File: src/rtl/vid_timing_gen.sv
// Runtime-reprogrammable video timing generator: syncs, data enable, frame/line
// strobes and signed coordinates, with frame-boundary config switching and a line-compare strobe.
module vid_timing_gen #(
  parameter int CORDW  = 16,
  parameter int FCW    = 16,
  parameter int H_RES  = 640,
  parameter int H_FP   = 16,
  parameter int H_SYNC = 96,
  parameter int H_BP   = 48,
  parameter int V_RES  = 480,
  parameter int V_FP   = 10,
  parameter int V_SYNC = 2,
  parameter int V_BP   = 33,
  parameter bit H_POL  = 1'b0,
  parameter bit V_POL  = 1'b0
) (
  input  logic                    clk_pix,
  input  logic                    rst_pix,
  input  logic                    cfg_valid,
  output logic                    cfg_ready,
  input  logic [CORDW-1:0]        cfg_h_res,
  input  logic [CORDW-1:0]        cfg_h_fp,
  input  logic [CORDW-1:0]        cfg_h_sync,
  input  logic [CORDW-1:0]        cfg_h_bp,
  input  logic [CORDW-1:0]        cfg_v_res,
  input  logic [CORDW-1:0]        cfg_v_fp,
  input  logic [CORDW-1:0]        cfg_v_sync,
  input  logic [CORDW-1:0]        cfg_v_bp,
  input  logic                    cfg_h_pol,
  input  logic                    cfg_v_pol,
  output logic                    cfg_err,
  input  logic [CORDW-1:0]        irq_line,
  output logic                    hsync,
  output logic                    vsync,
  output logic                    de,
  output logic                    frame,
  output logic                    line,
  output logic                    line_irq,
  output logic signed [CORDW-1:0] sx,
  output logic signed [CORDW-1:0] sy,
  output logic [FCW-1:0]          frame_cnt
);

  typedef struct packed {
    logic [CORDW-1:0] res;
    logic [CORDW-1:0] fp;
    logic [CORDW-1:0] sync;
    logic [CORDW-1:0] bp;
    logic             pol;
  } axis_t;

  localparam axis_t DEF_H = '{res: CORDW'(H_RES), fp: CORDW'(H_FP), sync: CORDW'(H_SYNC),
                              bp: CORDW'(H_BP), pol: H_POL};
  localparam axis_t DEF_V = '{res: CORDW'(V_RES), fp: CORDW'(V_FP), sync: CORDW'(V_SYNC),
                              bp: CORDW'(V_BP), pol: V_POL};
  localparam logic signed [CORDW-1:0] DEF_H_STA = CORDW'(-(H_FP + H_SYNC + H_BP));
  localparam logic signed [CORDW-1:0] DEF_V_STA = CORDW'(-(V_FP + V_SYNC + V_BP));
  localparam logic signed [CORDW-1:0] ONE = CORDW'(1);
  localparam logic [CORDW+1:0] MAX_TOTAL = {3'b000, {(CORDW-1){1'b1}}};

  // Unsigned fields are zero-extended before negation; validated totals fit CORDW-1 bits.
  function automatic logic signed [CORDW-1:0] f_sta(input axis_t a);
    logic [CORDW-1:0] blank;
    blank = a.fp + a.sync + a.bp;
    return -$signed(blank);
  endfunction

  function automatic logic signed [CORDW-1:0] f_hs_sta(input axis_t a);
    return f_sta(a) + $signed(a.fp);
  endfunction

  function automatic logic signed [CORDW-1:0] f_hs_end(input axis_t a);
    return f_hs_sta(a) + $signed(a.sync);
  endfunction

  function automatic logic signed [CORDW-1:0] f_a_end(input axis_t a);
    return $signed(a.res) - ONE;
  endfunction

  function automatic logic f_ok(input axis_t a);
    logic [CORDW+1:0] total;
    total = {2'b00, a.res} + {2'b00, a.fp} + {2'b00, a.sync} + {2'b00, a.bp};
    return (a.res != '0) && (a.sync != '0) && (total <= MAX_TOTAL);
  endfunction

  function automatic logic f_pol(input logic active, input logic pol);
    return active ? pol : !pol;
  endfunction

  axis_t act_h, act_v, shd_h, shd_v, cfg_h, cfg_v;
  logic  pending;
  logic signed [CORDW-1:0] x, y;
  logic signed [CORDW-1:0] h_sta, h_hs_sta, h_hs_end, h_a_end;
  logic signed [CORDW-1:0] v_sta, v_hs_sta, v_hs_end, v_a_end;
  logic xfer, cfg_ok, wrap, frame_now, line_now;

  assign cfg_h = '{res: cfg_h_res, fp: cfg_h_fp, sync: cfg_h_sync, bp: cfg_h_bp, pol: cfg_h_pol};
  assign cfg_v = '{res: cfg_v_res, fp: cfg_v_fp, sync: cfg_v_sync, bp: cfg_v_bp, pol: cfg_v_pol};

  assign h_sta    = f_sta(act_h);
  assign h_hs_sta = f_hs_sta(act_h);
  assign h_hs_end = f_hs_end(act_h);
  assign h_a_end  = f_a_end(act_h);
  assign v_sta    = f_sta(act_v);
  assign v_hs_sta = f_hs_sta(act_v);
  assign v_hs_end = f_hs_end(act_v);
  assign v_a_end  = f_a_end(act_v);

  assign cfg_ready = !pending;
  assign xfer      = cfg_valid && cfg_ready;
  assign cfg_ok    = f_ok(cfg_h) && f_ok(cfg_v);
  assign wrap      = (x == h_a_end) && (y == v_a_end);
  assign line_now  = (x == h_sta);
  assign frame_now = line_now && (y == v_sta);

  // Stage p0: position counters, active timing set and config shadow.
  // A config taken in a wrap cycle sees pending still low, so it waits a full frame.
  always_ff @(posedge clk_pix) begin
    if (rst_pix) begin
      act_h   <= DEF_H;
      act_v   <= DEF_V;
      shd_h   <= '0;
      shd_v   <= '0;
      pending <= 1'b0;
      x       <= DEF_H_STA;
      y       <= DEF_V_STA;
    end else begin
      if (wrap && pending) begin
        act_h   <= shd_h;
        act_v   <= shd_v;
        x       <= f_sta(shd_h);
        y       <= f_sta(shd_v);
        pending <= 1'b0;
      end else if (x == h_a_end) begin
        x <= h_sta;
        y <= (y == v_a_end) ? v_sta : y + ONE;
      end else begin
        x <= x + ONE;
      end
      if (xfer && cfg_ok) begin
        shd_h   <= cfg_h;
        shd_v   <= cfg_v;
        pending <= 1'b1;
      end
    end
  end

  // Stage p1: registered outputs decoded from the p0 position and timing set.
  always_ff @(posedge clk_pix) begin
    if (rst_pix) begin
      hsync     <= !H_POL;
      vsync     <= !V_POL;
      de        <= 1'b0;
      frame     <= 1'b0;
      line      <= 1'b0;
      line_irq  <= 1'b0;
      cfg_err   <= 1'b0;
      frame_cnt <= '0;
      sx        <= DEF_H_STA;
      sy        <= DEF_V_STA;
    end else begin
      hsync     <= f_pol((x > h_hs_sta) && (x <= h_hs_end), act_h.pol);
      vsync     <= f_pol((y > v_hs_sta) && (y <= v_hs_end), act_v.pol);
      de        <= !x[CORDW-1] && !y[CORDW-1];
      frame     <= frame_now;
      line      <= line_now;
      line_irq  <= line_now && (y == $signed(irq_line));
      cfg_err   <= xfer && !cfg_ok;
      frame_cnt <= frame_cnt + FCW'(frame_now);
      sx        <= x;
      sy        <= y;
    end
  end

endmodule

File: config.mk
export PLATFORM = sky130hd
export DESIGN_NAME = vid_timing_gen
export DESIGN_NICKNAME = d
export VERILOG_FILES = /design/src/rtl/vid_timing_gen.sv
export SDC_FILE = /design/constraint.sdc
export NUM_CORES = 1
export LEC_CHECK = 0
export ABC_AREA = 1
export BUFFER_PORTS_ARGS = -buffer_cell sky130_fd_sc_hd__clkbuf_2
export CORE_MARGIN = 8
export CORE_UTILIZATION = 41
export CTS_BUF_LIST = sky130_fd_sc_hd__clkbuf_8
export DETAILED_ROUTE_END_ITERATION = 16
export SLEW_MARGIN = 30
export SYNTH_ARGS = -nofsm -noshare
export SYNTH_HDL_FRONTEND = slang
export SYNTH_SLANG_ARGS = --single-unit
export TNS_END_PERCENT = 10
File: constraint.sdc
create_clock -name clk_pix -period 6.73 [get_ports clk_pix]
set_input_delay 0.3365 -clock clk_pix [delete_from_list [all_inputs] [get_ports clk_pix]]
set_output_delay 0.3365 -clock clk_pix [all_outputs]
set_load 0.05 [all_outputs]
# --- Word-level counts from Yosys, hierarchy flattened ---
# Index checks and enable logic that the tools add are counted.
word_totals:
  output_inout_bits: 56
  reg_bits: 348
op_classes:
  add_sub_neg: 27
  mux: 9
  n_reduce_logical: 27
  eq_ne: 5
  n_lt_le_gt_ge: 6
op_table:
  columns: ["operator", "n"]
  rows:
  - ["$add 16x16->16", 12]
  - ["$eq 16x16->1", 5]
  - ["$mux 16", 5]
  - ["$neg 16->16", 4]
  - ["$reduce_bool 16->1", 4]
  - ["$add 17x16->18", 2]
  - ["$add 18x16->18", 2]
  - ["$le 18x15->1 const B", 2]
  - ["$add 16x16->17", 2]
  - ["$add 16x2->16 const B", 2]
  - ["$gt 16x16->1", 2]
  - ["$le 16x16->1", 2]
  - ["$sub 16x2->16 const B", 2]
  - ["$add 16x1->16", 1]
  - ["$logic_and 1x1->1", 15]
  - ["$logic_not 1->1", 6]
  - ["$mux 1", 4]
  - ["$reduce_bool 2->1", 2]

# --- Logic depth before layout (Yosys ltp) ---
# Gate-level depths: netlist of run 1.
logic_depth:
  word_depth: 8
  ltp_mapped: 41
  mapped_depth_nobuf: 41

# --- Worst setup path after synthesis of run 1 ---
# No wires, ideal clock.
synth_path:
  kind: "reg-to-reg"
  from: "register act_h[18] (netlist bit)"
  to: "register hsync"
  stages_incl_launch_ff: 40
  path_buffers: 0
  setup_slack_ps: 873
  setup_time_ps: 130
  synth_period_minus_slack_ps: 5857
  arrival_time_ps: 5727
  path_cell_list: "dfxtp_1 > ha_1 > fa_1 > inv_1 > ha_1 > inv_1 > fa_1 > inv_1 > nand3_1 > nand2_1 > nand2_1 > nand2_1 > inv_1 > ha_1 > nand2_1 > nor4_1 > nor2_1 > o21ai_0 > [4 not listed] > a21o_1 > a31oi_1 > nand3_1 > a21boi_0 > nor2_1 > nor2_1 > o21bai_1 > nand3b_1 > nand2_1 > ha_1 > nand2_1 > nor2_1 > a211oi_1 > nand4_1 > nand3_1 > nand3_1 > nand2_1 > nand3_1"
synth_via:
  elab_chain_len: 8
  elab_cells_between_ends: 9
  cone_classes: "add/sub (5); order compare (2); mux (1); reduce/logical (1)"
synth_rtl:
  columns: ["item", "line_no", "source"]
  rows:
  - ["start, declared", "90", "axis_t act_h, act_v, shd_h, shd_v, cfg_h, cfg_v;"]
  - ["start signal, assigned", "129", "act_h <= shd_h;"]
  - ["$add 16x16->16 (2 in series)", "64", "blank = a.fp + a.sync + a.bp;"]
  - ["$neg 16->16", "65", "return -$signed(blank);"]
  - ["$add 16x16->16", "69", "return f_sta(a) + $signed(a.fp);"]
  - ["$add 16x16->16", "73", "return f_hs_sta(a) + $signed(a.sync);"]
  - ["$le 16x16->1", "162", "hsync <= f_pol((x > h_hs_sta) && (x <= h_hs_end), act_h.pol);"]
  - ["$logic_and 1x1->1 *", "162", null]
  - ["$mux 1 *", "87", "return active ? pol : !pol;"]
  - ["end signal, assigned", "151", "hsync <= !H_POL;"]
  - ["end signal, assigned", "162", null]
  - ["end, declared", "33", "output logic hsync,"]
# Every way passes the cells marked *; elsewhere a longest branch is shown, timed or not.
# A chain may end at the register's enable or synchronous reset.

# --- Worst setup path after layout of run 1 ---
layout_path:
  from: "register act_v[2] (netlist bit)"
  to: "register vsync"
layout_via:
  elab_chain_len: 7
  elab_cells_between_ends: 8
  cone_classes: "add/sub (4); order compare (2); mux (1); reduce/logical (1)"
layout_rtl:
  columns: ["item", "line_no", "source"]
  rows:
  - ["start, declared", "90", null]
  - ["start signal, assigned", "130", "act_v <= shd_v;"]
  - ["$add 16x16->16 *", "64", null]
  - ["$neg 16->16 *", "65", null]
  - ["$add 16x16->16 *", "69", null]
  - ["$add 16x16->16", "73", null]
  - ["$le 16x16->1", "163", "vsync <= f_pol((y > v_hs_sta) && (y <= v_hs_end), act_v.pol);"]
  - ["$logic_and 1x1->1 *", "163", null]
  - ["$mux 1 *", "87", null]
  - ["end signal, assigned", "152", "vsync <= !V_POL;"]
  - ["end signal, assigned", "163", null]
  - ["end, declared", "34", "output logic vsync,"]
# Marked as above.

==> results_dict.tcl, run 1 <==
set metrics [dict create \
    ys_ff_latch 348 \
    cts_tree "yes" \
    power.internal_mw 4.09 \
    peakVddDrop_uv 141 \
    overflow 0 \
    cts_sinks 348 \
    yosysUniqueCellTypes 52 \
    comb_power_share_pct 36.2 \
    crit_end "vsync" \
    dp_cells 5239 \
    drtAntennaViolNets 0 \
    power.switching_mw 2.60 \
    crit_slowest_cell "fa_1" \
    rsz0062_at_grt "no" \
    yosysSeqAreaShare_pct 23.6 \
    pwr-share-clk_pct 31.0 \
    io_pins 205 \
    synth_area_mm2 0.0295 \
    io_buffers 204 \
    seqPwrFrac_pct 32.9 \
    nNetsFinal 5014 \
    die_w_um 284 \
    dr.pass1.iters 6 \
    clkLatencyLatePin_ns 0.69 \
    postPlaceCellArea_mm2 0.0312 \
    fillers 7460 \
    finalNonFillerCells 5444 \
    antenna_found_initial 3 \
    synthTopCellsByCount "nand2_1 (1,018), inv_1 (611), dfxtp_1 (348), nand3_1 (339), a21oi_1 (320)" \
    yosys_warnings 0 \
    grt_pass1_wl_mm 152 \
    track_usage_pct 23.4 \
    netSwitchingFraction_pct 38.9 \
    syn_area_per_cell_um2 7.02 \
    drive_gt1_share_pct 12.7 \
    p_total_mw 6.69 \
    rrSetupSlack_ns 0.60 \
    holdPathStages 5 \
    synth_ff_type "dfxtp_1" \
    final_area_mm2 0.0336 \
    hold_viol_final 0 \
    routed_wl_mm 97.7 \
    start_kind "register" \
    synth_edf_count 0 \
    p_leak_nw 16.2 \
    htreeDepth 2 \
    place_hpwl_mm 78.1 \
    hp-class "in2reg" \
    floorplan.initialDensity_pct 41.4 \
    setup_viol 0 \
    drc 0 \
    cp_max_fo 4 \
    slew_viol_final 0 \
    synthesis.instances 4208 \
    setup_tns_ns 0 \
    die_h_um 284 \
    yosysMostFrequentCell "nand2_1" \
    synth_top_area_share_pct 23.6 \
    std_cell_rows 98 \
    arrival_ns 6.65 \
    vias_per_cell 5.09 \
    fmax_mhz 163 \
    fin_skew_ns 0.0316 \
    worstSetupPathType "reg2reg" \
    grt_pass1_vias 26500 \
    root_buffer "clkbuf_8" \
    slew_headroom_pct 36.4 \
    cts_made_buffers 61 \
    outcome "completed" \
    areaGrowthSynthToFinish_pct 13.7 \
    vias 27700 \
    tightest_slew_ns 0.954 \
    synth_nets 4775 \
    cp-startpoint "act_v[2]" \
    dieArea_mm2 0.0809 \
    timing.rr.end "vsync" \
    whs_ns 0.0640 \
    async_reset_ff_share_pct 0 \
    yosys.area.top_type "dfxtp_1" \
    drt-initial-drc-count 2329 \
    reg2reg_from "act_v[2]" \
    cp.required_ns 7.25 \
    core_area_mm2 0.0714 \
    cap_viol_max_count 0 \
    r2r_cells 37 \
    fin_crit_ns 6.13 \
    end_kind "register" \
    post_drt_wl_per_cell_um 18.0 \
    power_density_mw_per_mm2 199 \
    clockBufferDepth 3 \
    grt_max_degree 245 \
    worstHoldStart "cfg_v_sync[4]" \
    period_share_pct 91.1 \
    synth.area.top_cells "dfxtp_1 (24%), nand2_1 (13%), ha_1 (12%), fa_1 (8.7%), inv_1 (7.8%)" \
    cts.clk_slew.worst_paths_ns 0.06 \
    cpMostUsedCell "nand2_1" \
    routabilityCongestion 0.954 \
    critical-path-max-stage-delay_ns 0.58 \
]
worst max-delay path, delay by kind of cell (launching register included):
family	cells	cell delay [ns]
adder cells (fa/ha/maj)	7	2.52
flip-flops	1	0.32
AO/OA/AOI/OAI	4	0.80
AND/OR/NAND/NOR	19	1.57
XOR/XNOR	2	0.38
buffers and inverters	5	0.40
layout make-up:
cell class,count,area [um^2],area share (%)
Sequential cell,348,6970,20.8
Multi-Input combinational cell,3093,19600,58.3
Timing Repair Buffer,324,2200,6.55
Clock buffer,82,1130,3.36
Inverter,619,2330,6.95
Clock inverter,27,174,0.518
Tap cell,950,1190,3.54
Antenna cell,1,2.50,0.00745
sequential cells by signal (all words and copies together), names as in the netlist:
register,count
shd_h,65
cfg_err,1
line,1
sy,16
line_irq,1
pending,1
de,1
sx,16
act_v,65
x,16
y,16
frame,1
act_h,65
vsync,1
frame_cnt,16
hsync,1
shd_v,65
metal layers:
metal  global-route usage, %  up-vias  wire (um)
met3                    3.99      139       6990
li1                        -    14000          -
met2                    33.5      865      38900
met5                       0        -         20
met4                    5.69        2       2320
met1                    35.8    12700      49500
per-stage QoR:
stage                     setup slack [ns]  util, %
after floorplan                      0.873        -
after global placement               0.236     43.7
after detailed placement             0.110     43.7
after CTS                            0.117     46.7
after global routing                0.0275     47.0
final                                0.602     47.0
how the worst min path moves through the flow:
stage and to:
6_report shd_v[21], 2_1_floorplan act_h[56], 4_1_cts shd_v[21], 3_5_place_dp act_h[58]
3_3_place_gp act_h[58], 5_1_grt shd_v[10]
power groups by stage:
stage	Combinational, mW	Sequential (mW)	Clock (mW)
6_report	2.42	2.20	2.07
5_1_grt	2.69	2.21	2.22
4_1_cts	2.38	2.20	2.13
3_5_place_dp	2.33	2.24	0
3_3_place_gp	2.33	2.24	0
2_1_floorplan	1.56	2.23	0
cells by family (layout without fill, tap and decap cells):
kind of cell    after synthesis  count (layout)  share of synthesized area, %
xor+xnor                    165             165                          4.89
flops                       348             348                          23.6
compound gates              575             575                          11.6
buf+inv                     767            1052                          10.5
simple gates               1935            1935                          28.4
fa+ha+maj                   418             418                          21.0
other cells                   0               1                             0
cell usage in the layout, fill, tap and decap left out, drive strengths merged, types with 84 or more instances in the layout:
cell | netlist | layout
nand2 | 1112 | 1112
inv | 618 | 636
a21oi | 406 | 406
dfxtp | 348 | 348
nand3 | 342 | 342
nor2 | 334 | 334
ha | 290 | 290
clkbuf | 74 | 285
fa | 128 | 128
xor2 | 124 | 124
dlygate4sd3 | 0 | 84
repair_timing:
action | in CTS | in global routing
hold buffers | 84 | 0
endpoints found under the setup margin | 0 | 2
buffers inserted | 0 | 10
resized for setup | 0 | 33
hold endpoints to repair | 84 | 0
Note: power is estimated with default switching activity, not from simulation.
==> inputs of run 2 (changes only) <==
- CELL_PAD_IN_SITES_DETAIL_PLACEMENT: unset -> 0
- CELL_PAD_IN_SITES_GLOBAL_PLACEMENT: unset -> 1
- GPL_ROUTABILITY_DRIVEN: unset -> 0
- PLACE_DENSITY_LB_ADDON: unset -> 0.1
==> run 2 against run 1 <==
  * Via count is 1.4% lower
  * Power is 4.2% higher
  * Fmax is 2.3% lower
  * Critical path type unchanged
  * Largest cell class unchanged
==> results_dict.tcl, run 2 (synthesized netlist as in run 1, its figures left out) <==
set metrics [dict create \
    fin_crit_ns 6.28 \
    critical-path-max-stage-delay_ns 0.58 \
    final_util_pct 46.3 \
    setup_tns_ns 0 \
    hold_viol_final 0 \
    peakVddDrop_uv 117 \
    tightest_slew_ns 0.908 \
    floorplan.initialDensity_pct 41.4 \
    final_common_cell "nand2_1" \
    io_pins 205 \
    dr.pass1.iters 5 \
    areaGrowthSynthToFinish_pct 11.8 \
    htreeDepth 3 \
    power_density_mw_per_mm2 211 \
    dp_slack_ns 0.121 \
    crit_family "adder cells" \
    io_buffers 204 \
    end_kind "register" \
    slew_viol_final 0 \
    p_total_mw 6.98 \
    cp-startpoint "act_v[18]" \
    crit_slowest_cell "fa_1" \
    cp_num_buf_inv 5 \
    start_kind "register" \
    worstHoldStart "cfg_v_bp[7]" \
    grt_pass1_wl_mm 156 \
    overflow 0 \
    vias_per_cell 5.08 \
    final_area_mm2 0.0330 \
    dieArea_mm2 0.0809 \
    rrSetupSlack_ns 0.45 \
    setup_viol 0 \
    core_area_mm2 0.0714 \
    cp_max_fo 4 \
    track_usage_pct 24.5 \
    final_cell_mix "nand2_1 (1,017), inv_1 (627), dfxtp_1 (346)" \
    outcome "completed" \
    post_drt_wl_per_cell_um 19.0 \
    p_leak_nw 16.1 \
    timing.final.ws_setup_ns 0.455 \
    grt_max_degree 99 \
    place_hpwl_mm 82.6 \
    timing.rr.end "vsync" \
    cts_sinks 348 \
    die_w_um 284 \
    cpMostUsedCell "nand2_1" \
    crit_end "vsync" \
    root_buffer "clkbuf_8" \
    nNetsFinal 4955 \
    critical_path_depth 37 \
    fmax_mhz 159 \
    clockBufferDepth 3 \
    clkLatencyLatePin_ns 0.67 \
    drc 0 \
    cts_made_buffers 68 \
    vias 27300 \
    cts_tree "yes" \
    grt_pass1_vias 26300 \
    slew_headroom_pct 39.0 \
    period_share_pct 93.2 \
    routed_wl_mm 102 \
    std_cell_rows 98 \
    drtAntennaViolNets 0 \
    antenna_found_initial 2 \
    drt-initial-drc-count 2237 \
    arrival_ns 6.80 \
    fin_skew_ns 0.0339 \
    r2r_cells 37 \
    reg2reg_from "act_v[18]" \
    die_h_um 284 \
    hp-class "in2reg" \
    cp.required_ns 7.25 \
    cap_viol_max_count 0 \
    drive_gt1_share_pct 13.0 \
    worstSetupPathType "reg2reg" \
    cts.clk_slew.worst_paths_ns 0.06 \
    postPlaceCellArea_mm2 0.0313 \
]
[run 2: cell types whose count changed in the layout (fill, tap and decap cells not counted), sizes merged]
cell	change
clkinv	+2
buf	+6
clkbuf	+3
bufinv	+2
inv	+3
clkinvlp	-3
dlygate4sd3	-72
[run 2: final cells by class]
type / instances / area [um^2]
timing repair buffer: 258 / 1570
tap: 950 / 1190
clock buffer: 85 / 1170
multi-input combinational: 3093 / 19500
sequential: 348 / 6970
inverter: 619 / 2330
antenna: 1 / 2.50
fill: 7626 / 38300
clock inverter: 31 / 244
[run 2: where the power goes]
| part | switching (mW) | internal, mW |
|---|---|---|
| clock network | 1.02 | 1.26 |
| registers | 0.0781 | 2.12 |
| logic | 1.67 | 0.826 |
| total | 2.77 | 4.21 |
[run 2: repair_timing]
action,in CTS,in global routing
buffers inserted,0,7
endpoints found under the setup margin,0,2
hold buffers,12,0
endpoints found under the hold margin,12,0
gates resized for setup,0,27
[run 2: stage by stage]
step / instances / hold WS (ns)
6_report: 5385 / 0.0454
3_5_place_dp: 5248 / 0.452
5_1_grt: 5385 / 0.0534
4_1_cts: 5376 / 0.000492
3_3_place_gp: 5247 / 0.450
2_1_floorplan: 4208 / 0.430
[run 2: worst register-to-register path, delay by kind of cell, from the launching register on]
| kind | cells | cell delay [ns] |
|---|---|---|
| buffers and inverters | 5 | 0.39 |
| flip-flops | 1 | 0.38 |
| XOR/XNOR | 2 | 0.40 |
| AND/OR/NAND/NOR | 19 | 1.59 |
| adder cells (fa/ha/maj) | 7 | 2.53 |
| AO/OA/AOI/OAI | 4 | 0.88 |
[run 2: worst min path at each step]
stage,to,slack [ns],depth (start not counted)
floorplan,act_h[56],0.43,2
global placement,act_v[56],0.45,2
detailed placement,act_v[56],0.45,2
CTS,shd_h[33],0.0005,5
global route,shd_v[8],0.05,5
finish,shd_v[8],0.05,5
[run 2: per-layer routing]
| layer | global-route usage [%] | vias to the layer above | share of wire (%) |
|---|---|---|---|
| li1 | - | 13900 | - |
| met1 | 38.5 | 12600 | 52 |
| met2 | 34.0 | 760 | 39 |
| met3 | 3.87 | 114 | 6.6 |
| met4 | 6.24 | 2 | 2.1 |
| met5 | 0 | - | 0.013 |
==> inputs of run 3 (changes only) <==
- BUFFER_PORTS_ARGS: -buffer_cell sky130_fd_sc_hd__clkbuf_2 -> unset
- DONT_BUFFER_PORTS: unset -> 1
==> run 3 against run 2 <==
  * Fmax rose by 0.81%
  * Critical endpoint unchanged
  * Highest routed layer is now met4
  * Critical path type unchanged
  * Global-route usage grew 0.85 points
  * Setup slack improved by 0.051 ns
  * Register-to-register slack better by 0.05 ns
  * Clock power rose by 4%
  * Hold slack better by 0.0065 ns
  * Flip-flop and latch count did not move
  * Cell count decreased by 1.6%
  * First-iteration DRC count grew 2.5%
  * Largest power group unchanged
  * Critical path depth grew 3
  * Via count about the same
==> results_dict.tcl, run 3 (synthesized netlist as in run 1, its figures left out) <==
set metrics [dict create \
    peakVddDrop_uv 149 \
    drive_gt1_share_pct 8.63 \
    arrival_ns 6.72 \
    start_kind "register" \
    finalNonFillerCells 5298 \
    whs_ns 0.0519 \
    worstSetupPathType "reg2reg" \
    drc 0 \
    outcome "completed" \
    cts.clk_slew.worst_paths_ns 0.06 \
    critical-path-max-stage-delay_ns 0.44 \
    io_buffers 0 \
    dp_slack_ns 0.143 \
    final_area_mm2 0.0332 \
    drtAntennaViolNets 0 \
    met3_wirelength_mm 7.67 \
    drt-initial-drc-count 2292 \
    final_common_cell "nand2_1" \
    cts_made_buffers 69 \
    vias 27300 \
    hp-class "in2reg" \
    power_density_mw_per_mm2 211 \
    place_hpwl_mm 82.6 \
    routed_wl_mm 106 \
    cp_max_fo 4 \
    p_leak_nw 15.7 \
    die_w_um 284 \
    clkLatencyLatePin_ns 0.64 \
    hold_viol_final 0 \
    cp-startpoint "act_v[18]" \
    highest_layer "met4" \
    std_cell_rows 98 \
    grt_pass1_vias 26400 \
    floorplan.initialDensity_pct 41.4 \
    end_kind "register" \
    drt-met1-wl_mm 55.5 \
    track_usage_pct 25.4 \
    rsz0062_at_grt "yes" \
    fmax_mhz 161 \
    r2r_cells 40 \
    holdPathEnd "shd_h[53]" \
    die_h_um 284 \
    io_pins 205 \
    clockBufferDepth 3 \
    antenna_found_initial 1 \
    holdPathStages 4 \
    postPlaceCellArea_mm2 0.0302 \
    period_share_pct 92.5 \
    post_drt_wl_per_cell_um 19.9 \
    fin_skew_ns 0.0228 \
    nNetsFinal 4865 \
    root_buffer "clkbuf_8" \
    core_area_mm2 0.0714 \
    cpMostUsedCell "nand2_1" \
    slew_headroom_pct 32.7 \
    cap_viol_max_count 0 \
    htreeDepth 3 \
    fin_crit_ns 6.22 \
    final_cell_mix "nand2_1 (1,017), inv_1 (620), dfxtp_1 (347)" \
    timing.rr.end "vsync" \
    dieArea_mm2 0.0809 \
    cp.required_ns 7.22 \
    grt_max_degree 258 \
    wl_met2_mm 40.3 \
    cts_tree "yes" \
    rrSetupSlack_ns 0.51 \
    final_util_pct 46.5 \
    setup_viol 0 \
    overflow 0 \
    crit_slowest_cell "fa_1" \
    worstHoldStart "cfg_h_res[4]" \
    p_total_mw 7.02 \
    tightest_slew_ns 1.01 \
    setup_tns_ns 0 \
    reg2reg_from "act_v[18]" \
    areaGrowthSynthToFinish_pct 12.5 \
    slew_viol_final 0 \
    timing.final.ws_setup_ns 0.505 \
    vias_per_cell 5.16 \
    dr.pass1.iters 5 \
    grt_pass1_wl_mm 162 \
    cts_sinks 348 \
    dp_cells 5038 \
]
[run 3: cell count changes in the layout (fill, tap and decap cells not counted), sizes merged]
cell / change
clkbuf: -199
clkinvlp: +4
buf: -6
bufinv: +1
dlygate4sd3: +118
inv: -5
[run 3: area by class of cell]
type / count / area (um^2)
fill: 7613 / 38100
multi-input combinational: 3093 / 19500
sequential: 348 / 6970
inverter: 619 / 2330
timing repair buffer: 167 / 1670
clock buffer: 89 / 1220
tap: 950 / 1190
clock inverter: 31 / 278
antenna: 1 / 2.50
[run 3: routing by layer]
layer | up-vias | track usage [%]
li1 | 13700 | -
met1 | 12700 | 40.2
met2 | 831 | 34.8
met3 | 121 | 4.56
met4 | 0 | 5.56
met5 | - | 0
[run 3: how the worst max path moves through the flow]
stage,to,slack (ns),depth (start not counted)
floorplan,hsync,0.87,39
global route,hsync,-0.007,39
detailed placement,hsync,0.14,39
CTS,hsync,0.11,39
global placement,hsync,0.21,39
finish,vsync,0.51,40
[run 3: power breakdown]
part | total [mW] | switching, mW | internal, mW
clock | 2.37 | 1.02 | 1.35
combinational | 2.42 | 1.59 | 0.829
sequential | 2.23 | 0.104 | 2.12
[run 3: timing repair]
| action | CTS | global route |
|---|---|---|
| hold buffers | 131 | 0 |
| endpoints found under the hold margin | 270 | 0 |
| setup endpoints to repair | 0 | 2 |
| setup buffers | 0 | 7 |
| resized for setup | 0 | 27 |
[run 3: worst max-delay path: cells and delay by family, from the launching register on]
family / cells / cell delay (ns)
DFF: 1 / 0.33
xor gates and xnor gates: 2 / 0.28
and+or+nand+nor: 19 / 1.63
buffers and inverters: 7 / 0.67
AOI/OAI and AO/OA: 5 / 0.86
adders and majority gates: 7 / 2.32
